===== src/rtl/fifo_wr_arbiter_if.sv =====
// Bundle of requester handshakes and FIFO write-port signals shared by the write arbiter.
// The master modport is the arbiter; the slave modport is the requesters plus FIFO side.
interface fifo_wr_arbiter_if #(
  parameter int unsigned NREQ  = 4,
  parameter int unsigned DSIZE = 8
);
  localparam int unsigned IdW = $clog2(NREQ);

  logic [NREQ-1:0]       req_valid;
  logic [NREQ-1:0]       req_last;
  logic [NREQ*DSIZE-1:0] req_data;
  logic [NREQ-1:0]       req_ready;
  logic                  wFull;
  logic                  winc;
  logic [DSIZE-1:0]      wData;
  logic [NREQ-1:0]       grant;
  logic [IdW-1:0]        grant_id;
  logic                  busy;

  modport master (
    input  req_valid,
    input  req_last,
    input  req_data,
    input  wFull,
    output req_ready,
    output winc,
    output wData,
    output grant,
    output grant_id,
    output busy
  );

  modport slave (
    output req_valid,
    output req_last,
    output req_data,
    output wFull,
    input  req_ready,
    input  winc,
    input  wData,
    input  grant,
    input  grant_id,
    input  busy
  );
endinterface


===== src/rtl/fifo_wr_arbiter.sv =====
// Round-robin arbiter sharing an async FIFO write port among NREQ write-domain requesters,
// holding each grant for up to BURST_MAX words or until the requester flags its last word.
module fifo_wr_arbiter #(
  parameter int unsigned NREQ      = 4,
  parameter int unsigned DSIZE     = 8,
  parameter int unsigned BURST_MAX = 8
) (
  input  logic               wclk,
  input  logic               wrst,
  fifo_wr_arbiter_if.master  bus
);

  localparam int unsigned IdW  = $clog2(NREQ);
  localparam int unsigned CntW = $clog2(BURST_MAX) + 1;
  localparam logic [CntW-1:0] BeatLast = CntW'(BURST_MAX - 1);
  localparam logic [IdW-1:0]  IdLast   = IdW'(NREQ - 1);

  typedef enum logic [0:0] {StIdle, StBurst} state_e;

  state_e            state_q, state_d;
  logic [NREQ-1:0]   grant_q, grant_d;
  logic [IdW-1:0]    grant_id_q, grant_id_d;
  logic [CntW-1:0]   beat_cnt_q, beat_cnt_d;
  logic              busy_q, busy_d;

  logic              pick_found;
  logic [IdW-1:0]    pick_id;
  logic [NREQ-1:0]   pick_onehot;
  int unsigned       scan_idx;
  logic              winc;
  logic              release_now;

  // grant_id doubles as the round-robin pointer: it keeps the last winner while idle,
  // so scanning starts one past the requester that was just released.
  always_comb begin
    pick_found  = 1'b0;
    pick_id     = grant_id_q;
    scan_idx    = 0;
    pick_onehot = '0;
    for (int unsigned i = 1; i <= NREQ; i++) begin
      scan_idx = (32'(grant_id_q) + i) % NREQ;
      if (!pick_found && bus.req_valid[scan_idx]) begin
        pick_found = 1'b1;
        pick_id    = IdW'(scan_idx);
      end
    end
    pick_onehot[pick_id] = 1'b1;
  end

  // Transfers only happen with a registered grant; no word moves in the arbitration cycle.
  assign winc        = busy_q & bus.req_valid[grant_id_q] & ~bus.wFull;
  assign release_now = winc & (bus.req_last[grant_id_q] | (beat_cnt_q == BeatLast));

  always_comb begin
    state_d    = state_q;
    grant_d    = grant_q;
    grant_id_d = grant_id_q;
    beat_cnt_d = beat_cnt_q;
    unique case (state_q)
      StIdle: begin
        if (pick_found) begin
          state_d    = StBurst;
          grant_d    = pick_onehot;
          grant_id_d = pick_id;
          beat_cnt_d = '0;
        end
      end
      StBurst: begin
        if (release_now || !bus.req_valid[grant_id_q]) begin
          state_d    = StIdle;
          grant_d    = '0;
          beat_cnt_d = '0;
        end else if (winc) begin
          beat_cnt_d = beat_cnt_q + 1'b1;
        end
      end
      default: begin
        state_d    = StIdle;
        grant_d    = '0;
        beat_cnt_d = '0;
      end
    endcase
    busy_d = (state_d == StBurst);
  end

  always_ff @(posedge wclk or negedge wrst) begin
    if (!wrst) begin
      state_q    <= StIdle;
      grant_q    <= '0;
      grant_id_q <= IdLast;
      beat_cnt_q <= '0;
      busy_q     <= 1'b0;
    end else begin
      state_q    <= state_d;
      grant_q    <= grant_d;
      grant_id_q <= grant_id_d;
      beat_cnt_q <= beat_cnt_d;
      busy_q     <= busy_d;
    end
  end

  assign bus.winc      = winc;
  assign bus.req_ready = bus.wFull ? '0 : grant_q;
  assign bus.wData     = busy_q ? bus.req_data[32'(grant_id_q) * DSIZE +: DSIZE] : '0;
  assign bus.grant     = grant_q;
  assign bus.grant_id  = grant_id_q;
  assign bus.busy      = busy_q;

  a_grant_onehot: assert property (@(posedge wclk) disable iff (!wrst) $onehot0(bus.grant));
  a_winc_busy:    assert property (@(posedge wclk) disable iff (!wrst) bus.winc |-> bus.busy);
  a_ready_single: assert property (@(posedge wclk) disable iff (!wrst)
                                   $countones(bus.req_ready) <= 1);
  a_no_full_wr:   assert property (@(posedge wclk) disable iff (!wrst) !(bus.winc && bus.wFull));

endmodule


===== src/flat_wrapper.sv =====
// flat-port wrapper written by rule: the top's interface ports become plain ports
module fifo_wr_arbiter_flat 
#(
  parameter int unsigned NREQ      = 4,
  parameter int unsigned DSIZE     = 8,
  parameter int unsigned BURST_MAX = 8
)
  (wclk, wrst, bus_req_valid, bus_req_last, bus_req_data, bus_wFull, bus_req_ready, bus_winc, bus_wData, bus_grant, bus_grant_id, bus_busy);
  fifo_wr_arbiter_if #(.NREQ(NREQ), .DSIZE(DSIZE)) bus_i ();
  input  logic wclk;
  input  logic wrst;
  input wire logic [$bits(bus_i.req_valid)-1:0] bus_req_valid;
  input wire logic [$bits(bus_i.req_last)-1:0] bus_req_last;
  input wire logic [$bits(bus_i.req_data)-1:0] bus_req_data;
  input wire logic [$bits(bus_i.wFull)-1:0] bus_wFull;
  output wire logic [$bits(bus_i.req_ready)-1:0] bus_req_ready;
  output wire logic [$bits(bus_i.winc)-1:0] bus_winc;
  output wire logic [$bits(bus_i.wData)-1:0] bus_wData;
  output wire logic [$bits(bus_i.grant)-1:0] bus_grant;
  output wire logic [$bits(bus_i.grant_id)-1:0] bus_grant_id;
  output wire logic [$bits(bus_i.busy)-1:0] bus_busy;
  assign bus_i.req_valid = bus_req_valid;
  assign bus_i.req_last = bus_req_last;
  assign bus_i.req_data = bus_req_data;
  assign bus_i.wFull = bus_wFull;
  assign bus_req_ready = bus_i.req_ready;
  assign bus_winc = bus_i.winc;
  assign bus_wData = bus_i.wData;
  assign bus_grant = bus_i.grant;
  assign bus_grant_id = bus_i.grant_id;
  assign bus_busy = bus_i.busy;
  fifo_wr_arbiter #(.NREQ(NREQ), .DSIZE(DSIZE), .BURST_MAX(BURST_MAX)) u_core (.wclk(wclk), .wrst(wrst), .bus(bus_i));
endmodule

===== config.mk =====
export PLATFORM = sky130hd
export DESIGN_NAME = fifo_wr_arbiter_flat
export DESIGN_NICKNAME = d
export VERILOG_FILES = /design/src/rtl/fifo_wr_arbiter_if.sv /design/src/rtl/fifo_wr_arbiter.sv /design/src/flat_wrapper.sv
export SDC_FILE = /design/constraint.sdc
export NUM_CORES = 1
export LEC_CHECK = 0
export ABC_AREA = 1
export BUFFER_PORTS_ARGS = -buffer_cell sky130_fd_sc_hd__buf_2
export CORE_MARGIN = 3
export CORE_UTILIZATION = 45
export DETAILED_ROUTE_END_ITERATION = 6
export GPL_TIMING_DRIVEN = 0
export PLACE_DENSITY = 0.87
export SLEW_MARGIN = 20
export SYNTH_ARGS = -nofsm -noshare
export SYNTH_HDL_FRONTEND = slang
export SYNTH_SLANG_ARGS = --single-unit

===== constraint.sdc =====
create_clock -name wclk -period 4.4 [get_ports wclk]
set_input_delay 0.22 -clock wclk [delete_from_list [all_inputs] [get_ports wclk]]
set_output_delay 0.22 -clock wclk [all_outputs]
set_load 0.02 [all_outputs]

==> Implementation_results.wiki <==
{| class="wikitable"
! Metric !! Value
|-
| Placement Rows || 17
|-
| DRC Markers || 0
|-
| Wire length per cell || between 10 and 15 um
|-
| Clock tree root driver cell || clkbuf_4
|-
| Nature of the critical path startpoint || flop
|-
| Run status || completed
|-
| Post-Synthesis Cell Area || 0.00112 mm^2
|-
| Die area || between 0.003 and 0.004 mm^2
|-
| Endpoint required time on the critical path || 4.18 ns
|-
| Net Count, Synth || about 220
|-
| Sum of negative setup slack || 0 ns
|-
| Die Ht || 56.0 um
|-
| Global-route wire length before repair || 5190 um
|-
| Number of global-route vias before repair || 1261
|-
| Final Routed Wirelength || 3180 um
|-
| Post-route non-filler standard cell count || 268
|-
| Worst setup slack for register-to-register paths || 2.62 ns
|-
| Residual antenna-violating net count after detailed routing || 0
|-
| Critical path fanouts, max || 10
|-
| Effective utilization at floorplan || slightly below 50%
|-
| Hold-fix buffers at CTS || 1
|-
| Most frequent standard cell in the layout excluding fill and tap cells || buf_2
|-
| Met3 wire length || around 190 um
|-
| Die width || 56.0 um
|-
| Commonest non-fill, non-tap cells in the layout || 64 x buf_2, 57 x nand2_1, 22 x nand3_1, 13 x nand2_2, 10 x inv_1
|-
| Global Route Usage Sum || about 20%
|-
| RR Endpoint || u_core.bus.grant[0]
|-
| Number of vias after detailed routing || 1381
|-
| Post-synthesis register bit count || 11
|-
| CP Capture Type || primary output
|-
| Number of max-capacitance violations reported || 0
|-
| Worst clock skew on the final layout || 0.00502 ns
|-
| Uppermost routed layer || met4
|-
| Via count normalized by instance count || 5.15
|-
| Sum of net half-perimeters after detailed placement || 2550 um
|-
| Number of inserted diodes || 0
|-
| Number of CTS-inserted buffers || 3
|-
| First DRT Iteration DRCs || 38
|-
| RSZ-0062 raised after global routing || false
|-
| Clock transition at the registers of the reported paths || 0.07 ns
|-
| Arrival time at the worst endpoint || 1.89 ns
|-
| Final-stage net count || 285
|-
| Slew at the pin closest to its max-slew limit || 0.461 ns
|-
| Buffers on Ports || 62
|-
| Number of detailed-routing iterations run before antenna repair || 4
|-
| Clock tree from TritonCTS || built
|-
| Pins over their slew limit || 0
|-
| Wire length on met2 || 1580 um
|-
| Count of endpoints failing setup in the final report || 0
|-
| Longest Clk Path Bufs || 2
|-
| GR Overflow Total || 0
|-
| Routed metal-1 wirelength || 1390 um
|-
| Setup repair bufs after CTS || 0
|-
| Logic depth of the worst register-to-register path || 11
|-
| Initial antenna violation count || 0
|-
| Cell Pwr Density || between 700 and 800 mW/mm^2
|-
| Part of the cycle the worst path needs || 47.9%
|-
| Hold WC Path Type || in -> async
|-
| Cell variety after synth || 30
|-
| Top-level I/O count || 63
|-
| Area growth syn-to-layout || 34.0%
|-
| Placer's final routability congestion estimate || about 0.86
|-
| Placed Cells incl. Taps || 263
|-
| Maximum number of pins on one net before global-route repair || 12
|-
| Mapped Avg Cell Area || roughly 6.5 um^2
|-
| Placeable core region || 0.00230 mm^2
|-
| Total clock sinks || 11
|-
| Clk_lat worst skew || 0.27 ns
|-
| Min Clock Period, post-route || approximately 2.1 ns
|-
| Ratio of cells with drive above 1 in the final layout || 42.1%
|-
| Leakage power summed over all cells || around 0.85 nW
|-
| Gate count of the mapped netlist || 173
|-
| Post-cts repair resize count || 0
|-
| Number of warnings printed during yosys synthesis || 0
|-
| Reg-to-reg critical path startpoint || u_core.bus.grant_id[1]
|-
| Achievable clock frequency || 0.475 GHz
|-
| Share of the yosys chip area belonging to registers || between 20% and 30%
|-
| H-tree depth || 1
|-
| Start-to-end type of the worst setup path || reg -> out
|-
| Maximum ir drop on the vdd rail || 483 uV
|-
| Final count of hold timing violations || 0
|-
| Max transition margin || 69.3%
|}
metrics by stage:
stage	utilization [%]	hold WS (ns)	area, um^2	power [W]	setup slack, ns
2_1_floorplan	-	-0.0756	1120	0.000825	2.48
3_5_place_dp	63.9	0.102	1470	0.00103	2.63
5_1_grt	65.5	0.330	1510	0.00121	2.20
6_report	65.5	0.339	1510	0.00110	2.29
4_1_cts	65.5	0.336	1510	0.00110	2.32
3_3_place_gp	63.9	0.102	1470	0.00102	2.62
worst max-delay path, cell delays in order (launching register included):
cell and delay, ns:
dfstp_2 0.58, buf_6 0.15, clkbuf_1 0.38, nand3_1 0.14, a31oi_1 0.18, buf_2 0.18
registers in the layout, summed over array words and instances, names as in the netlist:
register             cells
u_core.bus.grant         4
u_core.beat_cnt_q        4
u_core.state_q           1
u_core.bus.grant_id      2
layer usage:
layer | GRT usage (%) | vias to the layer above
met5 | 0 | -
met4 | 5.08 | 0
met3 | 5.80 | 4
met2 | 33.2 | 44
met1 | 25.4 | 615
li1 | - | 718
where the power goes:
part	total [W]	leakage, nW	switching (W)	internal, W
clock	0.0000700	0.0150	0.0000348	0.0000352
sequential	0.000164	0.141	0.0000248	0.000139
combinational	0.000870	0.694	0.000590	0.000280
kinds of logic after synthesis:
| group | Yosys count | synth area share [%] |
|---|---|---|
| AND/OR/NAND/NOR | 112 | 49.2 |
| AO/OA/AOI/OAI | 26 | 14.9 |
| buffers and inverters | 21 | 8.46 |
| flip-flops | 11 | 24.7 |
| XOR/XNOR | 2 | 1.56 |
| adder cells (fa/ha/maj) | 1 | 1.11 |
cell usage after synthesis:
master / n / area, um^2
nor3_1: 1 / 5.00
dfstp_2: 2 / 52.6
inv_4: 1 / 6.26
o21ai_1: 5 / 25.0
dfrtp_1: 9 / 225
buf_6: 1 / 11.3
nand2_1: 57 / 214
nor2_2: 1 / 6.26
clkbuf_1: 1 / 3.75
nand3_1: 22 / 110
o21ai_0: 1 / 5.00
inv_2: 5 / 18.8
or2_2: 1 / 6.26
a31oi_1: 8 / 50.1
inv_1: 10 / 37.5
nor2_4: 1 / 11.3
nand2_4: 3 / 33.8
buf_2: 2 / 10.0
a22oi_1: 8 / 60.1
buf_4: 1 / 7.51
nand4_1: 5 / 31.3
ha_1: 1 / 12.5
nand3_2: 2 / 20.0
xor2_1: 2 / 17.5
or2_1: 1 / 6.26
nand4_2: 1 / 12.5
nand2_2: 13 / 81.3
a21oi_1: 2 / 10.0
nor2_1: 4 / 15.0
o21ai_2: 2 / 17.5
area by class of cell:
cell class | count | area (um^2)
Multi-Input combinational cell | 141 | 751
Tap cell | 28 | 35.0
Fill cell | 244 | 792
Buffer | 5 | 32.5
Timing Repair Buffer | 63 | 320
Inverter | 16 | 62.6
Clock buffer | 4 | 26.3
Sequential cell | 11 | 278
worst max-delay path by stage:
| stage | slack (ns) | endpoint | depth (start not counted) | from |
|---|---|---|---|---|
| floorplan | 2.48 | u_core.beat_cnt_q[2] | 8 | u_core.bus.grant_id[0] |
| global placement | 2.62 | bus_wData[4] | 5 | u_core.bus.grant_id[0] |
| detailed placement | 2.63 | bus_wData[1] | 5 | u_core.bus.grant_id[0] |
| CTS | 2.32 | bus_wData[1] | 5 | u_core.bus.grant_id[0] |
| global route | 2.20 | bus_wData[7] | 5 | u_core.bus.grant_id[0] |
| finish | 2.29 | bus_wData[1] | 5 | u_core.bus.grant_id[0] |
No activity file was read; power rests on OpenSTA's default activity.
